File: config.mk
export PLATFORM = sky130hd
export DESIGN_NAME = mult_bank_arbiter_flat
export DESIGN_NICKNAME = d
export VERILOG_FILES = /design/src/rtl/mult_sched_pkg.sv /design/src/rtl/mult_bank_arbiter_if.sv /design/src/rtl/rr_arbiter2.sv /design/src/rtl/mult_bank_arbiter.sv /design/src/flat_wrapper.sv
export SDC_FILE = /design/constraint.sdc
export NUM_CORES = 1
export LEC_CHECK = 0
export ABC_AREA = 1
export BUFFER_PORTS_ARGS = -buffer_cell sky130_fd_sc_hd__buf_4
export CELL_PAD_IN_SITES_DETAIL_PLACEMENT = 0
export CELL_PAD_IN_SITES_GLOBAL_PLACEMENT = 1
export CORE_ASPECT_RATIO = 0.7
export CORE_MARGIN = 5
export CORE_UTILIZATION = 40
export CTS_CLUSTER_DIAMETER = 30
export DETAILED_ROUTE_END_ITERATION = 8
export GPL_TIMING_DRIVEN = 1
export PLACE_DENSITY_LB_ADDON = 0.12
export SYNTH_ARGS = -nofsm -noshare
export SYNTH_HDL_FRONTEND = slang
export SYNTH_SLANG_ARGS = --single-unit
export TNS_END_PERCENT = 1
File: constraint.sdc
create_clock -name clk -period 8.2 [get_ports clk]
set_clock_uncertainty 0.05 [all_clocks]
set_input_delay 1.64 -clock clk [delete_from_list [all_inputs] [get_ports clk]]
set_output_delay 1.64 -clock clk [all_outputs]
set_load 0.05 [all_outputs]
File: src/rtl/mult_sched_pkg.sv
// Shared encodings for the multiplier-bank scheduler: unit selects, FSM states
// and the default WAIT abort limit.
package mult_sched_pkg;

    localparam logic [1:0] SEL_DSP   = 2'b00;
    localparam logic [1:0] SEL_BOOTH = 2'b01;
    localparam logic [1:0] SEL_BIT   = 2'b10;
    localparam logic [1:0] SEL_SKIP  = 2'b11;

    localparam int unsigned DEFAULT_TIMEOUT = 64;

    typedef enum logic [1:0] {
        StIdle,
        StIssue,
        StWait,
        StResp
    } state_e;

endpackage

File: src/rtl/mult_bank_arbiter_if.sv
// Request/response bus between the two requesters and the multiplier-bank
// arbiter; lane i occupies slice i of each packed field.
interface mult_bank_arbiter_if #(
    parameter int unsigned W = 8
);

    logic [1:0]     req_valid;
    logic [1:0]     req_ready;
    logic [2*W-1:0] req_A;
    logic [2*W-1:0] req_B;
    logic [3:0]     req_sel;
    logic           rsp_valid;
    logic           rsp_id;
    logic [2*W-1:0] rsp_P;
    logic           rsp_err;

    modport master (
        output req_valid, req_A, req_B, req_sel,
        input  req_ready, rsp_valid, rsp_id, rsp_P, rsp_err
    );

    modport slave (
        input  req_valid, req_A, req_B, req_sel,
        output req_ready, rsp_valid, rsp_id, rsp_P, rsp_err
    );

endinterface

File: src/rtl/rr_arbiter2.sv
// Two-way round-robin arbiter: a lone requester wins, a tie goes to the lane
// not granted last. The history register resets toward lane 1 so lane 0 wins first.
module rr_arbiter2 (
    input  logic       clk,
    input  logic       reset,
    input  logic [1:0] valid,
    input  logic       advance,
    output logic [1:0] grant
);

    logic last_grant_q;

    always_comb begin
        grant = 2'b00;
        unique case (valid)
            2'b01:   grant = 2'b01;
            2'b10:   grant = 2'b10;
            2'b11:   grant = last_grant_q ? 2'b01 : 2'b10;
            default: grant = 2'b00;
        endcase
    end

    always_ff @(posedge clk or posedge reset) begin
        if (reset) begin
            last_grant_q <= 1'b1;
        end else if (advance && (|grant)) begin
            last_grant_q <= grant[1];
        end
    end

endmodule

File: src/rtl/mult_bank_arbiter.sv
// Schedules two requesters onto a bank of multiplier units through one shared
// operand bus, with a WAIT timeout and unit-switch / timeout counters.
module mult_bank_arbiter
    import mult_sched_pkg::*;
#(
    parameter int unsigned W       = 8,
    parameter int unsigned TIMEOUT = DEFAULT_TIMEOUT
) (
    input  logic                 clk,
    input  logic                 reset,
    mult_bank_arbiter_if.slave   bus,
    output logic                 start_dsp,
    output logic                 start_booth,
    output logic                 start_bit,
    input  logic                 done_dsp,
    input  logic                 done_booth,
    input  logic                 done_bit,
    input  logic [2*W-1:0]       P_dsp,
    input  logic [2*W-1:0]       P_booth,
    input  logic [2*W-1:0]       P_bit,
    output logic [W-1:0]         mult_operand_A,
    output logic [W-1:0]         mult_operand_B,
    output logic [31:0]          switch_count,
    output logic [31:0]          timeout_count
);

    localparam int unsigned CW = (TIMEOUT > 1) ? $clog2(TIMEOUT) : 1;

    state_e         state_q, state_d;
    logic [W-1:0]   op_a_q, op_b_q;
    logic [1:0]     sel_q;
    logic           id_q;
    logic [2*W-1:0] p_q;
    logic           err_q;
    logic [CW-1:0]  wait_q;
    logic [1:0]     prev_q;
    logic           prev_v_q;
    logic [31:0]    switch_q, timeout_q;

    logic [1:0]     grant;
    logic           accept;
    logic           gid;
    logic [1:0]     lane_sel;
    logic [W-1:0]   lane_a, lane_b;
    logic           unit_done;
    logic [2*W-1:0] unit_p;
    logic           timeout_hit;

    assign accept   = (state_q == StIdle) && (|bus.req_valid);
    assign gid      = grant[1];
    assign lane_sel = gid ? bus.req_sel[3:2]   : bus.req_sel[1:0];
    assign lane_a   = gid ? bus.req_A[2*W-1:W] : bus.req_A[W-1:0];
    assign lane_b   = gid ? bus.req_B[2*W-1:W] : bus.req_B[W-1:0];

    assign timeout_hit    = (wait_q == CW'(TIMEOUT - 1));
    assign mult_operand_A = op_a_q;
    assign mult_operand_B = op_b_q;
    assign switch_count   = switch_q;
    assign timeout_count  = timeout_q;

    rr_arbiter2 u_arb (
        .clk    (clk),
        .reset  (reset),
        .valid  (bus.req_valid),
        .advance(accept),
        .grant  (grant)
    );

    // Only the selected unit's done/product is observed; the others are ignored.
    always_comb begin
        unit_done = 1'b0;
        unit_p    = '0;
        case (sel_q)
            SEL_DSP:   begin unit_done = done_dsp;   unit_p = P_dsp;   end
            SEL_BOOTH: begin unit_done = done_booth; unit_p = P_booth; end
            SEL_BIT:   begin unit_done = done_bit;   unit_p = P_bit;   end
            default:   ;
        endcase
    end

    always_comb begin
        state_d       = state_q;
        bus.req_ready = 2'b00;
        start_dsp     = 1'b0;
        start_booth   = 1'b0;
        start_bit     = 1'b0;
        bus.rsp_valid = 1'b0;
        bus.rsp_id    = 1'b0;
        bus.rsp_P     = '0;
        bus.rsp_err   = 1'b0;
        unique case (state_q)
            StIdle: begin
                bus.req_ready = grant;
                if (accept) state_d = (lane_sel == SEL_SKIP) ? StResp : StIssue;
            end
            StIssue: begin
                start_dsp   = (sel_q == SEL_DSP);
                start_booth = (sel_q == SEL_BOOTH);
                start_bit   = (sel_q == SEL_BIT);
                state_d     = StWait;
            end
            StWait: begin
                if (unit_done || timeout_hit) state_d = StResp;
            end
            StResp: begin
                bus.rsp_valid = 1'b1;
                bus.rsp_id    = id_q;
                bus.rsp_P     = p_q;
                bus.rsp_err   = err_q;
                state_d       = StIdle;
            end
            default: state_d = StIdle;
        endcase
    end

    always_ff @(posedge clk or posedge reset) begin
        if (reset) begin
            state_q   <= StIdle;
            op_a_q    <= '0;
            op_b_q    <= '0;
            sel_q     <= SEL_DSP;
            id_q      <= 1'b0;
            p_q       <= '0;
            err_q     <= 1'b0;
            wait_q    <= '0;
            prev_q    <= SEL_DSP;
            prev_v_q  <= 1'b0;
            switch_q  <= '0;
            timeout_q <= '0;
        end else begin
            state_q <= state_d;
            case (state_q)
                StIdle: begin
                    if (accept) begin
                        sel_q  <= lane_sel;
                        id_q   <= gid;
                        p_q    <= '0;
                        err_q  <= 1'b0;
                        wait_q <= '0;
                        // Zero-skip never reaches the units, so the bus keeps its last value.
                        if (lane_sel != SEL_SKIP) begin
                            op_a_q <= lane_a;
                            op_b_q <= lane_b;
                        end
                    end
                end
                StIssue: begin
                    if (prev_v_q && (prev_q != sel_q)) switch_q <= switch_q + 32'd1;
                    prev_q   <= sel_q;
                    prev_v_q <= 1'b1;
                end
                StWait: begin
                    if (unit_done) begin
                        p_q <= unit_p;
                    end else if (timeout_hit) begin
                        err_q     <= 1'b1;
                        timeout_q <= timeout_q + 32'd1;
                    end else begin
                        wait_q <= wait_q + 1'b1;
                    end
                end
                default: ;
            endcase
        end
    end

endmodule

File: src/flat_wrapper.sv
// flat-port wrapper written by rule: the top's interface ports become plain ports
module mult_bank_arbiter_flat import mult_sched_pkg::*;
#(
    parameter int unsigned W       = 8,
    parameter int unsigned TIMEOUT = DEFAULT_TIMEOUT
)
  (clk, reset, start_dsp, start_booth, start_bit, done_dsp, done_booth, done_bit, P_dsp, P_booth, P_bit, mult_operand_A, mult_operand_B, switch_count, timeout_count, bus_req_valid, bus_req_A, bus_req_B, bus_req_sel, bus_req_ready, bus_rsp_valid, bus_rsp_id, bus_rsp_P, bus_rsp_err);
  mult_bank_arbiter_if #(.W(W)) bus_i ();
  input  logic clk;
  input  logic reset;
  output logic start_dsp;
  output logic start_booth;
  output logic start_bit;
  input  logic done_dsp;
  input  logic done_booth;
  input  logic done_bit;
  input  logic [2*W-1:0] P_dsp;
  input  logic [2*W-1:0] P_booth;
  input  logic [2*W-1:0] P_bit;
  output logic [W-1:0] mult_operand_A;
  output logic [W-1:0] mult_operand_B;
  output logic [31:0] switch_count;
  output logic [31:0] timeout_count;
  input wire logic [$bits(bus_i.req_valid)-1:0] bus_req_valid;
  input wire logic [$bits(bus_i.req_A)-1:0] bus_req_A;
  input wire logic [$bits(bus_i.req_B)-1:0] bus_req_B;
  input wire logic [$bits(bus_i.req_sel)-1:0] bus_req_sel;
  output wire logic [$bits(bus_i.req_ready)-1:0] bus_req_ready;
  output wire logic [$bits(bus_i.rsp_valid)-1:0] bus_rsp_valid;
  output wire logic [$bits(bus_i.rsp_id)-1:0] bus_rsp_id;
  output wire logic [$bits(bus_i.rsp_P)-1:0] bus_rsp_P;
  output wire logic [$bits(bus_i.rsp_err)-1:0] bus_rsp_err;
  assign bus_i.req_valid = bus_req_valid;
  assign bus_i.req_A = bus_req_A;
  assign bus_i.req_B = bus_req_B;
  assign bus_i.req_sel = bus_req_sel;
  assign bus_req_ready = bus_i.req_ready;
  assign bus_rsp_valid = bus_i.rsp_valid;
  assign bus_rsp_id = bus_i.rsp_id;
  assign bus_rsp_P = bus_i.rsp_P;
  assign bus_rsp_err = bus_i.rsp_err;
  mult_bank_arbiter #(.W(W), .TIMEOUT(TIMEOUT)) u_core (.clk(clk), .reset(reset), .bus(bus_i), .start_dsp(start_dsp), .start_booth(start_booth), .start_bit(start_bit), .done_dsp(done_dsp), .done_booth(done_booth), .done_bit(done_bit), .P_dsp(P_dsp), .P_booth(P_booth), .P_bit(P_bit), .mult_operand_A(mult_operand_A), .mult_operand_B(mult_operand_B), .switch_count(switch_count), .timeout_count(timeout_count));
endmodule
==> reports/results.tsv, run 1 <==
metric	value	unit
status	finished clean	
HPWL after detailed placement	13.3	mm
Vias	6210	
H-tree depth	3	
Worst-Margin Slew	0.987	ns
worst path required time	6.51	ns
Startpoint Class	primary input	
GPL Wtd Cong	0.821	
Placed Cells	1348	
nets@finish	1233	
DR DRC count	0	
Leakage	4.41	nW
met3 WL	1.23	mm
Antenna Nets Post-Route	0	
Final setup viols	0	
post-synth net total	1051	
Netlist Area Pre-Place	6690	µm²
Syn Area/Cell	7.02	µm²
Placement Rows	39	
WL/cell	13.1	µm
fin. max-slew vios	0	
Reg area	2800	µm²
CP max FO	25	
Fillers	1662	
initial antenna violation count	0	
I/O pin cnt	195	
Crit Path Category	in2out	
Hold Violations, Final	0	
starting density of the core	0.409	
worst r2r src	u_core.state_q[0]	
1st-iter DRT viols	255	
# Post-CTS Setup Buffers	0	
Die X	165	µm
first-pass GRT wire length	29.2	mm
largest net degree at the start of global routing	65	
final cycle utilization of the critical path	0.531	
Setup Slack @ Placement	3.84	ns
CP startpoint	bus_req_valid[1]	
footprint of the multi-input gates	3340	µm²
arrival time at the worst endpoint	2.67	ns
layout cell share with drive strength beyond 1	0.217	
DRT Pass-1 Iters	4	
IO Port Bufs	194	
DRT met1 WL	9.15	mm
CTS sink count	112	
Slew headroom	0.342	
Total Routed Length	17.8	mm
CTS Root Cell	clkbuf_16	
Post-Layout Cell Count	1364	
vias in the first global route	5802	
Final min period	4.36	ns
# hold bufs at CTS	0	
highest routing layer actually used	met4	
synthesis warning total	0	
Seq/Total Area, Yosys	0.419	
DR vias/cell	4.55	
setup TNS	0	ns
VDD IR max	0.000241	V
Seq cells post-synth	112	
Setup WS post-layout	3.84	ns
GRT overflow	0	
RSZ-0062 raised after global routing	no	
GRT Total Usage	0.181	
fmax	0.230	GHz
area grow syn2layout	28.0	%
P per Cell Area	245	nW/µm²
CP Capture Type	output port	
Max-Cap Viols	0	
die outline area	19400	µm²
placed cell area	8260	µm²
Diodes inserted	0	
synth unique cells	32	
Clock transition at path regs	0.07	ns
met2 WL	7.37	mm
clock buffer depth	2	
hold_sp	u_core.prev_v_q	
Die Ht	118	µm
Mapped Cells	952	
Core ar.	16300	µm²
Hold WS	0.431	ns
clk_lat worst skew	0.35	ns
fin area	8560	µm²
CTS Buf Count	9	
post_cts resized	0	
CTS tree	done	
worst min path class	reg2reg	
synth_stat cells:
master,number,share of area
a21oi_1,3,0.0022
and2_1,2,0.0019
buf_2,4,0.0030
buf_4,9,0.010
buf_6,5,0.0084
buf_8,1,0.0022
clkbuf_1,6,0.0034
dfrtp_1,111,0.42
dfstp_2,1,0.0039
ha_1,8,0.015
inv_1,90,0.051
inv_2,5,0.0028
nand2_1,417,0.23
nand2_2,4,0.0037
nand2_4,3,0.0051
nand3_1,55,0.041
nand3_2,1,0.0015
nand3_4,1,0.0026
nand3b_1,9,0.010
nand4_1,14,0.013
nor2_1,94,0.053
nor2_2,7,0.0065
nor2_4,3,0.0051
nor2_8,3,0.0090
nor3_1,9,0.0067
o21ai_0,27,0.020
o21ai_1,21,0.016
o21ai_2,1,0.0013
o21ai_4,3,0.0073
or2_2,2,0.0019
xnor2_1,12,0.016
xor2_1,21,0.028
final cells by class:
type                       instances  area share
sequential                       112       0.328
inverter                          95      0.0419
multi-input combinational        720       0.391
tap                              225      0.0329
clock inverter                     7     0.00877
clock buffer                       9      0.0263
timing repair buffer             196       0.172
path summary, 6_finish.rpt:
path                                                  to  slack [ns]  cells after the start
min in group asynchronous       u_core.timeout_count[19]        1.41                      2
max in group asynchronous        u_core.timeout_count[8]        5.51                      3
worst max-delay path                    bus_req_ready[0]        3.84                      4
worst min register to register           u_core.prev_v_q        0.43                      1
worst min-delay path                     u_core.prev_v_q        0.43                      1
worst max register to register  u_core.timeout_count[12]        5.45                      6
through the flow:
step           power (mW)  utilization
5_1_grt              2.25        0.524
2_1_floorplan        1.42            -
6_report             2.10        0.524
3_5_place_dp         1.67        0.505
4_1_cts              2.13        0.524
3_3_place_gp         1.66        0.505
worst max-delay path, cell delays in order:
cell     delay (ns)
buf_4          0.14
o21ai_4        0.55
nor2_1         0.12
buf_4          0.22
where the power goes:
| part | total, mW | switching [mW] | internal (mW) |
|---|---|---|---|
| clock network | 0.452 | 0.212 | 0.240 |
| registers | 0.715 | 0.0741 | 0.641 |
| logic | 0.931 | 0.659 | 0.272 |
| total | 2.10 | 0.944 | 1.15 |
placed cells by master, fill, tap and decap left out:
| master | netlist | layout |
|---|---|---|
| ha_1 | 8 | 8 |
| clkbuf_16 | 0 | 9 |
| nand3_4 | 1 | 1 |
| and2_1 | 2 | 2 |
| a21oi_1 | 3 | 3 |
| nand3b_1 | 9 | 9 |
| nor2_1 | 94 | 94 |
| xnor2_1 | 12 | 12 |
| nor3_1 | 9 | 9 |
| dfstp_2 | 1 | 1 |
| dfrtp_1 | 111 | 111 |
| xor2_1 | 21 | 21 |
| nand2_2 | 4 | 4 |
| clkinv_4 | 0 | 1 |
| inv_6 | 0 | 3 |
| nand3_2 | 1 | 1 |
| inv_4 | 0 | 1 |
| nor2_4 | 3 | 3 |
| nand3_1 | 55 | 55 |
| o21ai_1 | 21 | 21 |
| inv_1 | 90 | 89 |
| nor2_2 | 7 | 7 |
| o21ai_2 | 1 | 1 |
| nand2_1 | 417 | 417 |
| bufinv_16 | 0 | 1 |
| buf_4 | 9 | 196 |
| inv_2 | 5 | 5 |
| o21ai_0 | 27 | 27 |
| clkinv_2 | 0 | 2 |
| or2_2 | 2 | 2 |
| o21ai_4 | 3 | 3 |
| nand4_1 | 14 | 14 |
| nor2_8 | 3 | 3 |
| nand2_4 | 3 | 3 |
per-layer routing:
metal  global-route usage  up-vias
met2                0.262      143
li1                     -     3301
met5                    0        -
met4               0.0265        0
met3               0.0442        7
met1                0.278     2759
kinds of logic (layout without fill, tap and decap cells):
| logic type | count (synthesis) | in the layout | synth area share |
|---|---|---|---|
| simple gates | 624 | 624 | 0.395 |
| buf+inv | 120 | 307 | 0.0805 |
| flops | 112 | 112 | 0.419 |
| compound gates | 55 | 55 | 0.0468 |
| xor+xnor | 33 | 33 | 0.0432 |
| fa+ha+maj | 8 | 8 | 0.0150 |
registers in the layout, indices dropped and copies added (netlist names):
name	cells
u_core.prev_v_q	1
u_core.state_q	2
u_core.switch_count	32
u_core.prev_q	2
u_core.u_arb.last_grant_q	1
u_core.err_q	1
u_core.id_q	1
u_core.sel_q	2
u_core.wait_q	6
u_core.timeout_count	32
u_core.p_q	16
u_core.mult_operand_B	8
u_core.mult_operand_A	8
Note: power is estimated with default switching activity, not from simulation.
==> run 2: changes to the inputs <==
--- a/config.mk
+++ b/config.mk
@@ -11,7 +11,7 @@
 export CELL_PAD_IN_SITES_GLOBAL_PLACEMENT = 1
 export CORE_ASPECT_RATIO = 0.7
 export CORE_MARGIN = 5
-export CORE_UTILIZATION = 40
+export CORE_UTILIZATION = 33
 export CTS_CLUSTER_DIAMETER = 30
 export DETAILED_ROUTE_END_ITERATION = 8
 export GPL_TIMING_DRIVEN = 1
==> constraint.sdc (replaced) <==
create_clock -name clk -period 3.95 [get_ports clk]
set_clock_uncertainty 0.05 [all_clocks]
set_input_delay 0.79 -clock clk [delete_from_list [all_inputs] [get_ports clk]]
set_output_delay 0.79 -clock clk [all_outputs]
set_load 0.05 [all_outputs]
==> run 2 against run 1 <==
  * Die area grew 20%
  * Cell count is 3.4% higher
  * Routed wire length up 4.2%
  * Non-clock buffer count increased by 2
  * Register-to-register slack worse by 3.8 ns
  * Critical path depth increased by 2
  * Clock power increased by 97%
  * Setup slack lost 2.6 ns
  * Global-route usage shrank 1.9 points
  * Highest routed layer unchanged
==> reports/results.tsv, run 2 (same netlist as run 1, synthesis figures left out) <==
metric	value	unit	change
slowest CP cell	dfrtp_1		
Final setup viols	0		unchanged
CTS tree	done		
CTS Buf Count	9		unchanged
Vias	6231		+0.34%
IO Port Bufs	194		unchanged
Hold Violations, Final	0		unchanged
H-tree depth	3		unchanged
Final min period	2.69	ns	
Diodes inserted	0		unchanged
# Post-CTS Setup Buffers	0		unchanged
P per Cell Area	502	nW/µm²	+100%
RSZ-0062 raised after global routing	no		
nets@finish	1235		+0.16%
worst-path cell chain	inv_1 > ha_1 > o21ai_4 > buf_4 > nor2_1 > buf_4		
CTS sink count	112		unchanged
Total Routed Length	18.6	mm	+4.2%
Die Ht	129	µm	+9.2%
DR DRC count	0		unchanged
1st-iter DRT viols	320		+25%
crit-path most repeated cell	buf_4		
post_cts resized	0		unchanged
Fillers	2126		+28%
largest net degree at the start of global routing	61		-6.2%
first-pass GRT wire length	31.3	mm	+7.0%
GPL Wtd Cong	0.804		-2.1%
Startpoint Class	flop		
initial antenna violation count	0		unchanged
CTS Root Cell	clkbuf_16		
WL/cell	13.2	µm	+0.71%
layout cell share with drive strength beyond 1	0.218		+0.00137
area grow syn2layout	29.0	%	
fin. max-slew vios	0		unchanged
Die X	180	µm	+9.5%
crit path buf inv count	3		+1
Clock transition at path regs	0.08	ns	about the same
DRT Pass-1 Iters	4		unchanged
DR vias/cell	4.42		-3.0%
Placement Rows	43		+10%
GRT Total Usage	0.162		-0.0190
commonest non-fill, non-tap cells in the layout	nand2_1 (417), buf_4 (197), dfrtp_1 (111), nor2_1 (94), inv_1 (89)		
Max-Cap Viols	0		unchanged
Crit Path Category	reg2out		
HPWL after detailed placement	13.9	mm	+4.5%
delay-heaviest family, CP	buffers and inverters		
Slew headroom	0.466		+0.124
# hold bufs at CTS	0		unchanged
fin util	0.434		-0.0892
setup TNS	0	ns	unchanged
Leakage	4.41	nW	about the same
most common cell after layout, fill and taps aside	nand2_1		
final cycle utilization of the critical path	0.681		
arrival time at the worst endpoint	1.85	ns	-0.82 ns
Worst-Margin Slew	0.801	ns	-0.186 ns
GRT overflow	0		unchanged
vias in the first global route	6011		+3.6%
CP Capture Type	output port		
fmax	0.372	GHz	
die outline area	23300	µm²	+20%
Antenna Nets Post-Route	0		unchanged
worst path required time	3.11	ns	-3.40 ns
Crit path largest cell delay	0.43	ns	-0.12 ns
Core ar.	19900	µm²	+21%
I/O pin cnt	195		unchanged
worst min path class	reg2reg		
status	finished clean		
clk_lat worst skew	0.35	ns	about the same
VDD IR max	0.000278	V	+15%
clock buffer depth	2		unchanged
starting density of the core	0.337		-0.0722
CP max FO	21		-16%
[run 2: cell count changes in the layout (fill, tap and decap cells not counted), sizes merged]
cell / before / now
inv: 98 / 96
clkinvlp: 0 / 2
buf: 196 / 198
bufinv: 1 / 0
clkbuf: 9 / 10
[run 2: cell type report]
class	instances	area, µm²	share of cell area
Sequential cell	112	2800	0.325
Clock buffer	10	239	0.0277
Clock inverter	6	42.5	0.00493
Inverter	95	359	0.0416
Timing Repair Buffer	198	1500	0.174
Multi-Input combinational cell	720	3340	0.388
Tap cell	270	338	0.0392
[run 2: per-layer routing]
metal	GRT usage	wire (µm)	up-vias	share of wire
li1	-	-	3303	-
met1	0.250	9940	2773	0.54
met2	0.232	7440	146	0.40
met3	0.0398	1070	9	0.058
met4	0.0253	119	0	0.0064
met5	0	0	-	0
[run 2: path summary, 6_finish.rpt]
path	from	end	slack, ns	cells past startpoint
setup / recovery	u_core.state_q[1]	bus_req_ready[0]	1.26	6
hold / removal	u_core.u_arb.last_grant_q	u_core.u_arb.last_grant_q	0.43	2
setup reg to reg	u_core.state_q[0]	u_core.timeout_count[12]	1.70	7
max in group asynchronous	reset	u_core.p_q[12]	2.55	3
min in group asynchronous	reset	u_core.timeout_count[31]	0.55	2
hold reg to reg	u_core.u_arb.last_grant_q	u_core.u_arb.last_grant_q	0.43	2
[run 2: power breakdown]
group / total (mW) / switching [mW] / internal [mW]
Clock: 0.890 / 0.442 / 0.448
Combinational: 1.95 / 1.37 / 0.576
Sequential: 1.49 / 0.156 / 1.33
Total: 4.33 / 1.97 / 2.35
[run 2: worst reg2reg max path, cell delays in order (launching register included)]
cell	delay, ns
dfrtp_1	0.40
inv_1	0.13
ha_1	0.19
buf_4	0.28
nand3_2	0.18
nor2_4	0.59
nand2_1	0.15
xnor2_1	0.16
[run 2: through the flow]
stage | total power [mW] | area, µm² | setup WS (ns) | std cells | hold slack (ns)
detailed placement | 3.49 | 8340 | 1.36 | 1395 | 0.410
CTS | 4.41 | 8630 | 1.22 | 1411 | 0.430
global route | 4.66 | 8630 | 1.05 | 1411 | 0.433
floorplan | 2.96 | 6690 | 0.153 | 952 | 0.389
finish | 4.33 | 8630 | 1.26 | 1411 | 0.431
global placement | 3.50 | 8340 | 1.35 | 1395 | 0.401
==> run 3: changes to the inputs <==
--- a/config.mk
+++ b/config.mk
@@ -11,7 +11,7 @@
 export CELL_PAD_IN_SITES_GLOBAL_PLACEMENT = 1
 export CORE_ASPECT_RATIO = 0.7
 export CORE_MARGIN = 5
-export CORE_UTILIZATION = 33
+export CORE_UTILIZATION = 37
 export CTS_CLUSTER_DIAMETER = 30
 export DETAILED_ROUTE_END_ITERATION = 8
 export GPL_TIMING_DRIVEN = 1
==> constraint.sdc (replaced) <==
create_clock -name clk -period 2.6 [get_ports clk]
set_clock_uncertainty 0.05 [all_clocks]
set_input_delay 0.52 -clock clk [delete_from_list [all_inputs] [get_ports clk]]
set_output_delay 0.52 -clock clk [all_outputs]
set_load 0.05 [all_outputs]
==> run 3 against run 2 <==
  * Cell count decreased by 2.0%
  * Non-clock buffer count increased by 6
  * First-iteration DRC count increased by 7.2%
  * Global-route usage increased by 2.0 points
  * Power increased by 55%
==> reports/results.tsv, run 3 (same netlist as run 1, synthesis figures left out) <==
metric	value	unit	change
status	finished clean		
Hold Violations, Final	0		unchanged
met2 WL	7.70	mm	+3.6%
post_cts resized	0		unchanged
die outline area	20900	µm²	-10%
Hold WS	0.207	ns	-0.224 ns
CTS Buf Count	9		unchanged
Total Routed Length	18.7	mm	+0.75%
GRT overflow	0		unchanged
Startpoint Class	flop		
Placement Rows	41		-4.7%
power share of the sequential group	0.338		-0.006
placed cell area	8360	µm²	+0.19%
clock buffer depth	2		unchanged
CTS tree	done		
RSZ-0062 raised after global routing	no		
DR DRC count	0		unchanged
CTS Root Cell	clkbuf_16		
Max-Cap Viols	0		unchanged
DRT met1 WL	9.72	mm	-2.3%
VDD IR max	0.000495	V	+78%
P per Cell Area	775	nW/µm²	+55%
worst path required time	2.03	ns	-1.08 ns
Design Power	6.72	mW	+55%
layout cell share with drive strength beyond 1	0.221		+0.00322
fin area	8670	µm²	+0.49%
Clock transition at path regs	0.08	ns	about the same
# Post-CTS Setup Buffers	0		unchanged
DRT Pass-1 Iters	5		+1
IO Port Bufs	194		unchanged
Setup WS post-layout	0.304	ns	-0.955 ns
largest net degree at the start of global routing	47		-23%
Net Sw Frac	0.448		-0.00809
Worst-Margin Slew	0.796	ns	-0.00546 ns
Die X	171	µm	-5.3%
final cycle utilization of the critical path	0.883		
Die Ht	122	µm	-5.1%
# hold bufs at CTS	0		unchanged
arrival time at the worst endpoint	1.73	ns	-0.12 ns
worst min path class	in2async		
Vias	6362		+2.1%
first-pass GRT wire length	30.9	mm	-1.4%
Crit Path Category	reg2out		
GRT Total Usage	0.181		+0.0197
initial antenna violation count	0		unchanged
1st-iter DRT viols	343		+7.2%
vias in the first global route	5959		-0.87%
Clock power frac	0.215		+0.009
I/O pin cnt	195		unchanged
setup TNS	0	ns	unchanged
WL/cell	13.5	µm	+2.8%
Final min period	2.30	ns	
Cell Int Power	3.71	mW	+58%
highest routing layer actually used	met4		
CP Capture Type	output port		
nets@finish	1241		+0.49%
worst r2r src	u_core.sel_q[0]		
fin. max-slew vios	0		unchanged
area grow syn2layout	29.6	%	
Slew headroom	0.470		+0.00357
HPWL after detailed placement	14.1	mm	+1.7%
Final setup viols	0		unchanged
Antenna Nets Post-Route	0		unchanged
Diodes inserted	0		unchanged
DR vias/cell	4.60		+4.2%
H-tree depth	3		unchanged
most common cell after layout, fill and taps aside	nand2_1		
CP max FO	4		-81%
combinational fraction of design power	0.448		-0.003
met3 WL	1.21	mm	+13%
CP startpoint	u_core.state_q[0]		
commonest non-fill, non-tap cells in the layout	nand2_1 (417), buf_4 (202), dfrtp_1 (111), nor2_1 (94), inv_1 (89)		
starting density of the core	0.373		+0.0367
Core ar.	17900	µm²	-9.8%
Switch Pwr	3.01	mW	+53%
CTS sink count	112		unchanged
Setup Slack @ Placement	0.390	ns	-0.969 ns
fmax	0.436	GHz	
clk_lat worst skew	0.35	ns	about the same
GPL Wtd Cong	0.802		-0.25%
Leakage	4.45	nW	+1.1%
## run 3: changes by cell type in the layout (fill, tap and decap cells not counted), sizes merged
cell / before / now
buf: 198 / 204
bufinv: 0 / 1
clkbuf: 10 / 11
clkinvlp: 2 / 1
inv: 96 / 95
## run 3: power groups by stage
stage | Clock, mW | Sequential [mW] | Combinational (mW)
after floorplan | 0 | 2.70 | 1.79
after global placement | 0 | 2.29 | 3.04
after detailed placement | 0 | 2.29 | 3.04
after CTS | 1.50 | 2.27 | 3.05
after global routing | 1.58 | 2.30 | 3.33
final | 1.44 | 2.27 | 3.01
## run 3: per-layer routing
layer,track usage,vias to the layer above
met5,0,-
met4,0.0284,0
met3,0.0444,6
met2,0.259,180
met1,0.282,2872
li1,-,3304
## run 3: final cells by class
type                            instances  area, µm²
Fill cell                            1868       9240
Multi-Input combinational cell        720       3340
Sequential cell                       112       2800
Timing Repair Buffer                  204       1560
Inverter                               95        360
Tap cell                              236        295
Clock buffer                           11        243
Clock inverter                          5       65.1
## run 3: worst max-delay path, stage by stage (launching register included)
cell and delay, ns:
dfrtp_1 0.41, inv_1 0.14, ha_1 0.28, o21ai_4 0.10, nor2_1 0.21, buf_4 0.24
## run 3: path summary, 6_finish.rpt
check | depth (start not counted) | slack [ns] | endpoint
worst min register to register | 1 | 0.42 | u_core.prev_v_q
worst max register to register | 7 | 0.37 | u_core.p_q[8]
worst min-delay path | 2 | 0.21 | u_core.timeout_count[23]
min in group clk | 5 | 0.41 | u_core.mult_operand_B[6]
worst max-delay path | 5 | 0.30 | bus_req_ready[0]
max in group asynchronous | 3 | 1.62 | u_core.u_arb.last_grant_q
## run 3: per-stage QoR
stage,util,cells
CTS,0.484,1383
detailed placement,0.467,1367
finish,0.484,1383
floorplan,-,952
global placement,0.467,1367
global route,0.484,1383
